### src/rtl/pc_pkg.sv
// Shared types and helpers for the program counter / call stack block.
// Operation encoding produced by the top-level priority decoder lives here.
package pc_pkg;

    localparam int PC_ADDR_W_DEF = 11;
    localparam int PC_REL_W_DEF  = 10;
    localparam int PC_DEPTH_DEF  = 4;

    // Working width for sign extension; callers truncate to their own ADDR_W.
    localparam int SEXT_W = 32;

    typedef enum logic [2:0] {
        PC_HOLD,
        PC_LOAD,
        PC_CALL,
        PC_RET,
        PC_BRANCH,
        PC_INC
    } pc_op_t;

    // Sign-extend the low rel_w bits of rel to SEXT_W bits.
    function automatic logic [SEXT_W-1:0] sext_rel(input logic [SEXT_W-1:0] rel,
                                                   input int rel_w);
        logic signed [SEXT_W-1:0] t;
        t = signed'(rel << (SEXT_W - rel_w));
        return t >>> (SEXT_W - rel_w);
    endfunction

endpackage

### src/rtl/ret_stack.sv
// Circular return-address LIFO: DEPTH entries addressed by a modulo write pointer.
// A push when full overwrites the oldest entry; a pop when empty only raises a strobe.
module ret_stack
    import pc_pkg::*;
#(
    parameter int ADDR_W = PC_ADDR_W_DEF,
    parameter int DEPTH  = PC_DEPTH_DEF
) (
    input  logic                     clock,
    input  logic                     reset_n,
    input  logic                     push,
    input  logic                     pop,
    input  logic [ADDR_W-1:0]        push_data,
    output logic [ADDR_W-1:0]        top_data,
    output logic [$clog2(DEPTH):0]   depth,
    output logic                     ovf_stb,
    output logic                     unf_stb
);

    localparam int PW = $clog2(DEPTH);
    localparam int DW = PW + 1;
    localparam logic [DW-1:0] FULL    = DW'(DEPTH);
    localparam logic [DW-1:0] D_ONE   = DW'(1);
    localparam logic [PW-1:0] P_ONE   = PW'(1);

    logic [ADDR_W-1:0] mem_q [DEPTH];
    logic [PW-1:0]     wr_ptr_q, wr_ptr_d;
    logic [DW-1:0]     depth_q, depth_d;
    logic              full, empty;

    assign full  = (depth_q == FULL);
    assign empty = (depth_q == '0);

    // wr_ptr points at the next free slot, so the top is one below it.
    always_comb begin
        wr_ptr_d = wr_ptr_q;
        depth_d  = depth_q;
        ovf_stb  = 1'b0;
        unf_stb  = 1'b0;
        if (push) begin
            wr_ptr_d = wr_ptr_q + P_ONE;
            if (full) begin
                ovf_stb = 1'b1;
            end else begin
                depth_d = depth_q + D_ONE;
            end
        end else if (pop) begin
            if (empty) begin
                unf_stb = 1'b1;
            end else begin
                wr_ptr_d = wr_ptr_q - P_ONE;
                depth_d  = depth_q - D_ONE;
            end
        end
    end

    always_ff @(posedge clock or negedge reset_n) begin
        if (!reset_n) begin
            wr_ptr_q <= '0;
            depth_q  <= '0;
        end else begin
            wr_ptr_q <= wr_ptr_d;
            depth_q  <= depth_d;
        end
    end

    // Entry storage carries no reset; contents are meaningless while depth is 0.
    always_ff @(posedge clock) begin
        if (push) begin
            mem_q[wr_ptr_q] <= push_data;
        end
    end

    assign top_data = mem_q[wr_ptr_q - P_ONE];
    assign depth    = depth_q;

endmodule

### src/rtl/pc_call_stack.sv
// Program counter with preload, relative branch, and a hardware call/return stack.
// Optional err_clr input for the sticky flags when PC_CALL_STACK_ERRCLR_EN is defined.
module pc_call_stack
    import pc_pkg::*;
#(
    parameter int ADDR_W = PC_ADDR_W_DEF,
    parameter int REL_W  = PC_REL_W_DEF,
    parameter int DEPTH  = PC_DEPTH_DEF
) (
    input  logic                     clock,
    input  logic                     reset_n,
    input  logic                     stall,
    input  logic                     preload,
    input  logic [ADDR_W-1:0]        preload_addr,
    input  logic                     branch,
    input  logic                     jsr,
    input  logic                     ret,
    input  logic [REL_W-1:0]         rel_addr,
`ifdef PC_CALL_STACK_ERRCLR_EN
    input  logic                     err_clr,
`endif
    output logic [ADDR_W-1:0]        pc,
    output logic [ADDR_W-1:0]        incr_pc,
    output logic [$clog2(DEPTH):0]   depth,
    output logic                     overflow,
    output logic                     underflow
);

    localparam int DW = $clog2(DEPTH) + 1;
    localparam logic [ADDR_W-1:0] A_ONE = ADDR_W'(1);

    pc_op_t                   op;
    logic [ADDR_W-1:0]        pc_q, pc_d;
    logic [ADDR_W-1:0]        incr_q, incr_d;
    logic                     ovf_q, ovf_d;
    logic                     unf_q, unf_d;
    logic signed [ADDR_W-1:0] rel_ext;
    logic [ADDR_W-1:0]        stk_top;
    logic [DW-1:0]            stk_depth;
    logic                     stk_ovf, stk_unf;
    logic                     flag_clr;

    assign rel_ext = signed'(ADDR_W'(sext_rel(SEXT_W'(rel_addr), REL_W)));

`ifdef PC_CALL_STACK_ERRCLR_EN
    assign flag_clr = err_clr;
`else
    assign flag_clr = 1'b0;
`endif

    always_comb begin
        op = PC_INC;
        if (stall) begin
            op = PC_HOLD;
        end else if (preload) begin
            op = PC_LOAD;
        end else if (jsr) begin
            op = PC_CALL;
        end else if (ret) begin
            op = PC_RET;
        end else if (branch) begin
            op = PC_BRANCH;
        end
    end

    ret_stack #(
        .ADDR_W (ADDR_W),
        .DEPTH  (DEPTH)
    ) u_ret_stack (
        .clock     (clock),
        .reset_n   (reset_n),
        .push      (op == PC_CALL),
        .pop       (op == PC_RET),
        .push_data (incr_q),
        .top_data  (stk_top),
        .depth     (stk_depth),
        .ovf_stb   (stk_ovf),
        .unf_stb   (stk_unf)
    );

    // A ret on an empty stack degrades to a plain increment.
    always_comb begin
        pc_d = pc_q;
        case (op)
            PC_HOLD:   pc_d = pc_q;
            PC_LOAD:   pc_d = preload_addr;
            PC_CALL:   pc_d = pc_q + rel_ext;
            PC_BRANCH: pc_d = pc_q + rel_ext;
            PC_RET:    pc_d = (stk_depth != '0) ? stk_top : incr_q;
            PC_INC:    pc_d = incr_q;
            default:   pc_d = pc_q;
        endcase
        incr_d = (op == PC_HOLD) ? incr_q : pc_d + A_ONE;
    end

    // A fresh error in the same cycle as a clear leaves the flag set.
    always_comb begin
        ovf_d = flag_clr ? stk_ovf : (ovf_q | stk_ovf);
        unf_d = flag_clr ? stk_unf : (unf_q | stk_unf);
    end

    always_ff @(posedge clock or negedge reset_n) begin
        if (!reset_n) begin
            pc_q   <= '0;
            incr_q <= A_ONE;
            ovf_q  <= 1'b0;
            unf_q  <= 1'b0;
        end else begin
            pc_q   <= pc_d;
            incr_q <= incr_d;
            ovf_q  <= ovf_d;
            unf_q  <= unf_d;
        end
    end

    assign pc        = pc_q;
    assign incr_pc   = incr_q;
    assign depth     = stk_depth;
    assign overflow  = ovf_q;
    assign underflow = unf_q;

endmodule

### config.mk
export PLATFORM = sky130hd
export DESIGN_NAME = pc_call_stack
export DESIGN_NICKNAME = d
export VERILOG_FILES = /design/src/rtl/pc_pkg.sv /design/src/rtl/ret_stack.sv /design/src/rtl/pc_call_stack.sv
export SDC_FILE = /design/constraint.sdc
export NUM_CORES = 1
export LEC_CHECK = 0
export CORE_MARGIN = 4
export CORE_UTILIZATION = 30
export DETAILED_ROUTE_END_ITERATION = 8
export HOLD_SLACK_MARGIN = 0.06
export PLACE_DENSITY = 0.53
export SYNTH_ARGS = -nofsm -noshare
export SYNTH_HDL_FRONTEND = slang
export SYNTH_SLANG_ARGS = --single-unit
### constraint.sdc
create_clock -name clock -period 3.73 [get_ports clock]
set_clock_uncertainty 0.1 [all_clocks]
set_input_delay 0.5595 -clock clock [delete_from_list [all_inputs] [get_ports clock]]
set_output_delay 0.5595 -clock clock [all_outputs]
set_load 0.01 [all_outputs]
==> impl_metrics.env <==
export IMPL_synth_warning_count=0
export IMPL_synth_seq_cells=73
export IMPL_horizontal_die_dimension_um=123
export IMPL_p_leak_nw=1.90
export IMPL_filler_cell_count=1233
export IMPL_hpwl_mm=7.70
export IMPL_ys_async_sr_fraction=0.397
export IMPL_final_period_utilization=0.890
export IMPL_detail_route_iter0_violations=201
export IMPL_std_cell_rows=41
export IMPL_grt_pass1_wl_mm=17.0
export IMPL_vias_per_cell=5.12
export IMPL_tritoncts="yes"
export IMPL_synth_compound_gate_area_share=0.166
export IMPL_synth_edff_count=44
export IMPL_crit_path_top_delay_cell="a2111oi_0"
export IMPL_cts_max_path_buffers=2
export IMPL_area_occupied_by_multi_input_gates_um2=1790
export IMPL_critPathMaxStageDelay_ns=0.51
export IMPL_global_route_usage_total=0.148
export IMPL_area_of_placed_instances_um2=4800
export IMPL_fp_dieArea_um2=15100
export IMPL_worst_slew_pin_transition_ns=0.652
export IMPL_syn_instance_count=328
export IMPL_achievable_freq_mhz=301
export IMPL_floorplan_io_pins=55
export IMPL_power_density_nw_per_um2=573
export IMPL_clock_latency_of_the_later_clocked_register_in_the_worst_skew_pair_ns=0.33
export IMPL_synthXorXnorAreaFrac=0.0287
export IMPL_gpl_final_weighted_congestion=0.887
export IMPL_globalRoute_totalOverflow=0
export IMPL_grt_pass1_vias=3065
export IMPL_syn2layout_area_growth_pct=28.3
export IMPL_run_status="complete, no violations"
export IMPL_finalInstanceArea_um2=5080
export IMPL_final_antenna_net_count=0
export IMPL_number_of_placed_cells_counting_well_taps=562
export IMPL_grt_setup_unrepaired="false"
export IMPL_required_worst_endpoint_ns=3.84
export IMPL_ys_dominant_reg_cell="edfxtp_1"
export IMPL_sequential_fraction_of_the_synthesis_area=0.517
export IMPL_pin_count_of_the_biggest_net_entering_global_routing=30
export IMPL_grt_antenna_before_repair=0
export IMPL_fin_nets=446
export IMPL_ctsRootBufferMaster="clkbuf_16"
export IMPL_routed_length_per_instance_um=18.3
export IMPL_initial_utilization=0.310
export IMPL_die_height_um=123
export IMPL_detail_route_drc_violations=0
export IMPL_worst_slew_margin_rel=0.565
export IMPL_total_of_cells_resized_after_clock_tree_synthesis=0
export IMPL_synth_avg_cell_area_um2=12.1
export IMPL_route_vias_total=2958
export IMPL_cts_setup_buffers=0
export IMPL_cts_sinks=73
export IMPL_routed_wire_length_mm=10.6
export IMPL_finalSetupViolCount=0
export IMPL_final_hold_viol_count=0
export IMPL_worst_path_max_fanout=4
export IMPL_post_cts_hold_buffer_count=0
export IMPL_combinational_family_with_the_most_area_after_synthesis="compound AO/OA/AOI/OAI gates"
export IMPL_startpoint_type="input pin"
export IMPL_synth_simple_gate_area_frac=0.131
export IMPL_holdCritPathClass="register to register"
export IMPL_synth_fa_ha_area_frac=0.0575
export IMPL_final_seq_area_um2=2050
export IMPL_crit_chain="clkdlybuf4s50_1 -> ha_1 -> fa_1 -> a211oi_1 -> buf_4 -> o21ai_0 -> a2111oi_0 -> a211oi_2 -> nor3b_1 -> nand3b_1 -> xnor2_1 -> o21ai_1"
export IMPL_first_pass_iters=4
export IMPL_share_of_synthesized_area_spent_on_multiplexers=0.0679
export IMPL_core_region_area_um2=12800
export IMPL_timing_setup_critical_path_class="input pin to register"
export IMPL_portBuffers=54
export IMPL_arrival_ns=3.43
export IMPL_path_clk_slew_ns=0.06
export IMPL_fin_crit_ns=3.32
export IMPL_synth_fp_nets=373
export IMPL_numCtsBuffers=9
export IMPL_diodes=0
export IMPL_netlist_cell_type_count=64
export IMPL_worst_setup_path_end_kind="register"
export IMPL_cts_htree_levels=3
export IMPL_post_route_cells_drive_above_1_share=0.158
export IMPL_final_max_slew_violation_count=0
export IMPL_instances_no_fill=578
export IMPL_totalNegativeSetupSlack_ns=0
export IMPL_post_synth_instance_area_um2=3960
export IMPL_ir_drop_mv=0.236
export IMPL_maxCapViolCount=0
==> synth_stat cells (2+ instances only) <==
cell type	count	area share
xor2_1	3	0.0066
nor3b_1	3	0.0057
fa_1	2	0.010
mux4_2	11	0.063
o32ai_2	2	0.0082
nor2_1	22	0.021
o22a_1	2	0.0044
o21ai_0	15	0.019
and2_1	4	0.0063
a21o_1	5	0.0095
inv_1	16	0.015
a211oi_2	2	0.0063
o21bai_1	3	0.0057
a31oi_1	2	0.0032
a311oi_1	2	0.0044
nor2b_1	4	0.0063
a2111oi_0	2	0.0044
o21ai_1	8	0.010
ha_1	15	0.047
o21a_1	2	0.0038
nand2_1	25	0.024
buf_2	3	0.0038
and3_1	6	0.0095
nand2b_1	2	0.0032
a21oi_1	19	0.024
a221o_1	4	0.010
nor3_1	4	0.0051
o211ai_1	2	0.0038
xnor2_1	10	0.022
o221ai_1	2	0.0044
nor4b_4	3	0.018
o2111ai_1	2	0.0044
a211oi_1	2	0.0038
a221oi_1	2	0.0044
nand3_1	7	0.0088
buf_6	2	0.0057
dfrtp_1	28	0.18
edfxtp_1	44	0.33
or2_2	4	0.0063
clkbuf_1	6	0.0057
o31ai_1	3	0.0057
==> sequential cells by signal, indices dropped and copies added (netlist names) <==
register              cells
incr_pc                  11
overflow                  1
pc                       11
u_ret_stack.depth         3
u_ret_stack.mem_q        44
u_ret_stack.wr_ptr_q      2
underflow                 1
==> path summary, 6_finish.rpt <==
kind / end / depth (start not counted) / slack (ns) / from
worst max-delay path: incr_pc[10] / 12 / 0.41 / rel_addr[0]
worst min-delay path: overflow / 2 / 0.37 / overflow
worst max register to register: incr_pc[10] / 11 / 0.67 / pc[0]
worst min register to register: overflow / 2 / 0.37 / overflow
max in group asynchronous: incr_pc[0] / 2 / 2.67 / reset_n
min in group asynchronous: u_ret_stack.depth[1] / 2 / 0.53 / reset_n
==> critical path: cells and delay by family <==
family	cells	cell delay [ns]
adders and majority gates	2	0.65
and+or+nand+nor	2	0.35
buffers and inverters	2	0.59
AOI/OAI and AO/OA	5	1.13
xor gates and xnor gates	1	0.15
==> logic make-up (layout without fill, tap and decap cells) <==
family                     after synthesis  in the layout
DFF                                     73             73
muxes                                   13             13
xor gates and xnor gates                13             13
AOI/OAI and AO/OA                       92             92
adders and majority gates               17             17
and+or+nand+nor                         92             92
buffers and inverters                   28            106
==> routing by layer <==
layer	vias to the layer above	global-route usage	wire, um
met1	1471	0.213	5240
met5	-	0	0
met3	11	0.0270	420
met4	0	0.0434	122
li1	1403	-	-
met2	73	0.230	4800
==> cells in the final DEF, fill, tap and decap left out, drive strengths merged, types with 3 or more instances in the layout <==
master / Yosys / layout
a221o: 4 / 4
a21o: 5 / 5
a211oi: 4 / 4
xnor2: 10 / 10
inv: 16 / 18
and2: 4 / 4
edfxtp: 44 / 44
nand2: 25 / 25
nand3: 7 / 7
buf: 5 / 19
clkinv: 1 / 3
o31ai: 3 / 3
or2: 4 / 4
nor4b: 3 / 3
o32ai: 3 / 3
clkbuf: 6 / 10
nor3b: 3 / 3
o21ai: 23 / 23
mux4: 11 / 11
a21oi: 19 / 19
ha: 15 / 15
o21bai: 3 / 3
nor2: 23 / 23
nor2b: 4 / 4
xor2: 3 / 3
and3: 6 / 6
dfrtp: 28 / 28
clkdlybuf4s50: 0 / 54
nor3: 5 / 5
==> through the flow <==
step | total power, mW | hold WS [ns] | util | setup WS (ns)
finish | 2.91 | 0.366 | 0.398 | 0.409
global route | 3.09 | 0.400 | 0.398 | 0.133
CTS | 2.95 | 0.371 | 0.398 | 0.422
detailed placement | 2.13 | 0.357 | 0.376 | 0.120
global placement | 2.10 | 0.360 | 0.376 | 0.130
floorplan | 1.72 | 0.164 | - | 0.675
==> power by group <==
| part | leakage (nW) | internal [mW] | switching (mW) |
|---|---|---|---|
| Sequential | 0.734 | 0.981 | 0.124 |
| Combinational | 1.04 | 0.495 | 0.496 |
| Clock | 0.131 | 0.460 | 0.356 |
| Total | 1.90 | 1.94 | 0.976 |
==> layout make-up <==
type / instances / area share
multi-input combinational: 227 / 0.352
tap: 172 / 0.0423
timing repair buffer: 73 / 0.134
clock inverter: 6 / 0.0103
sequential: 73 / 0.403
inverter: 17 / 0.0126
clock buffer: 10 / 0.0451
(Power assumes the default switching activity.)
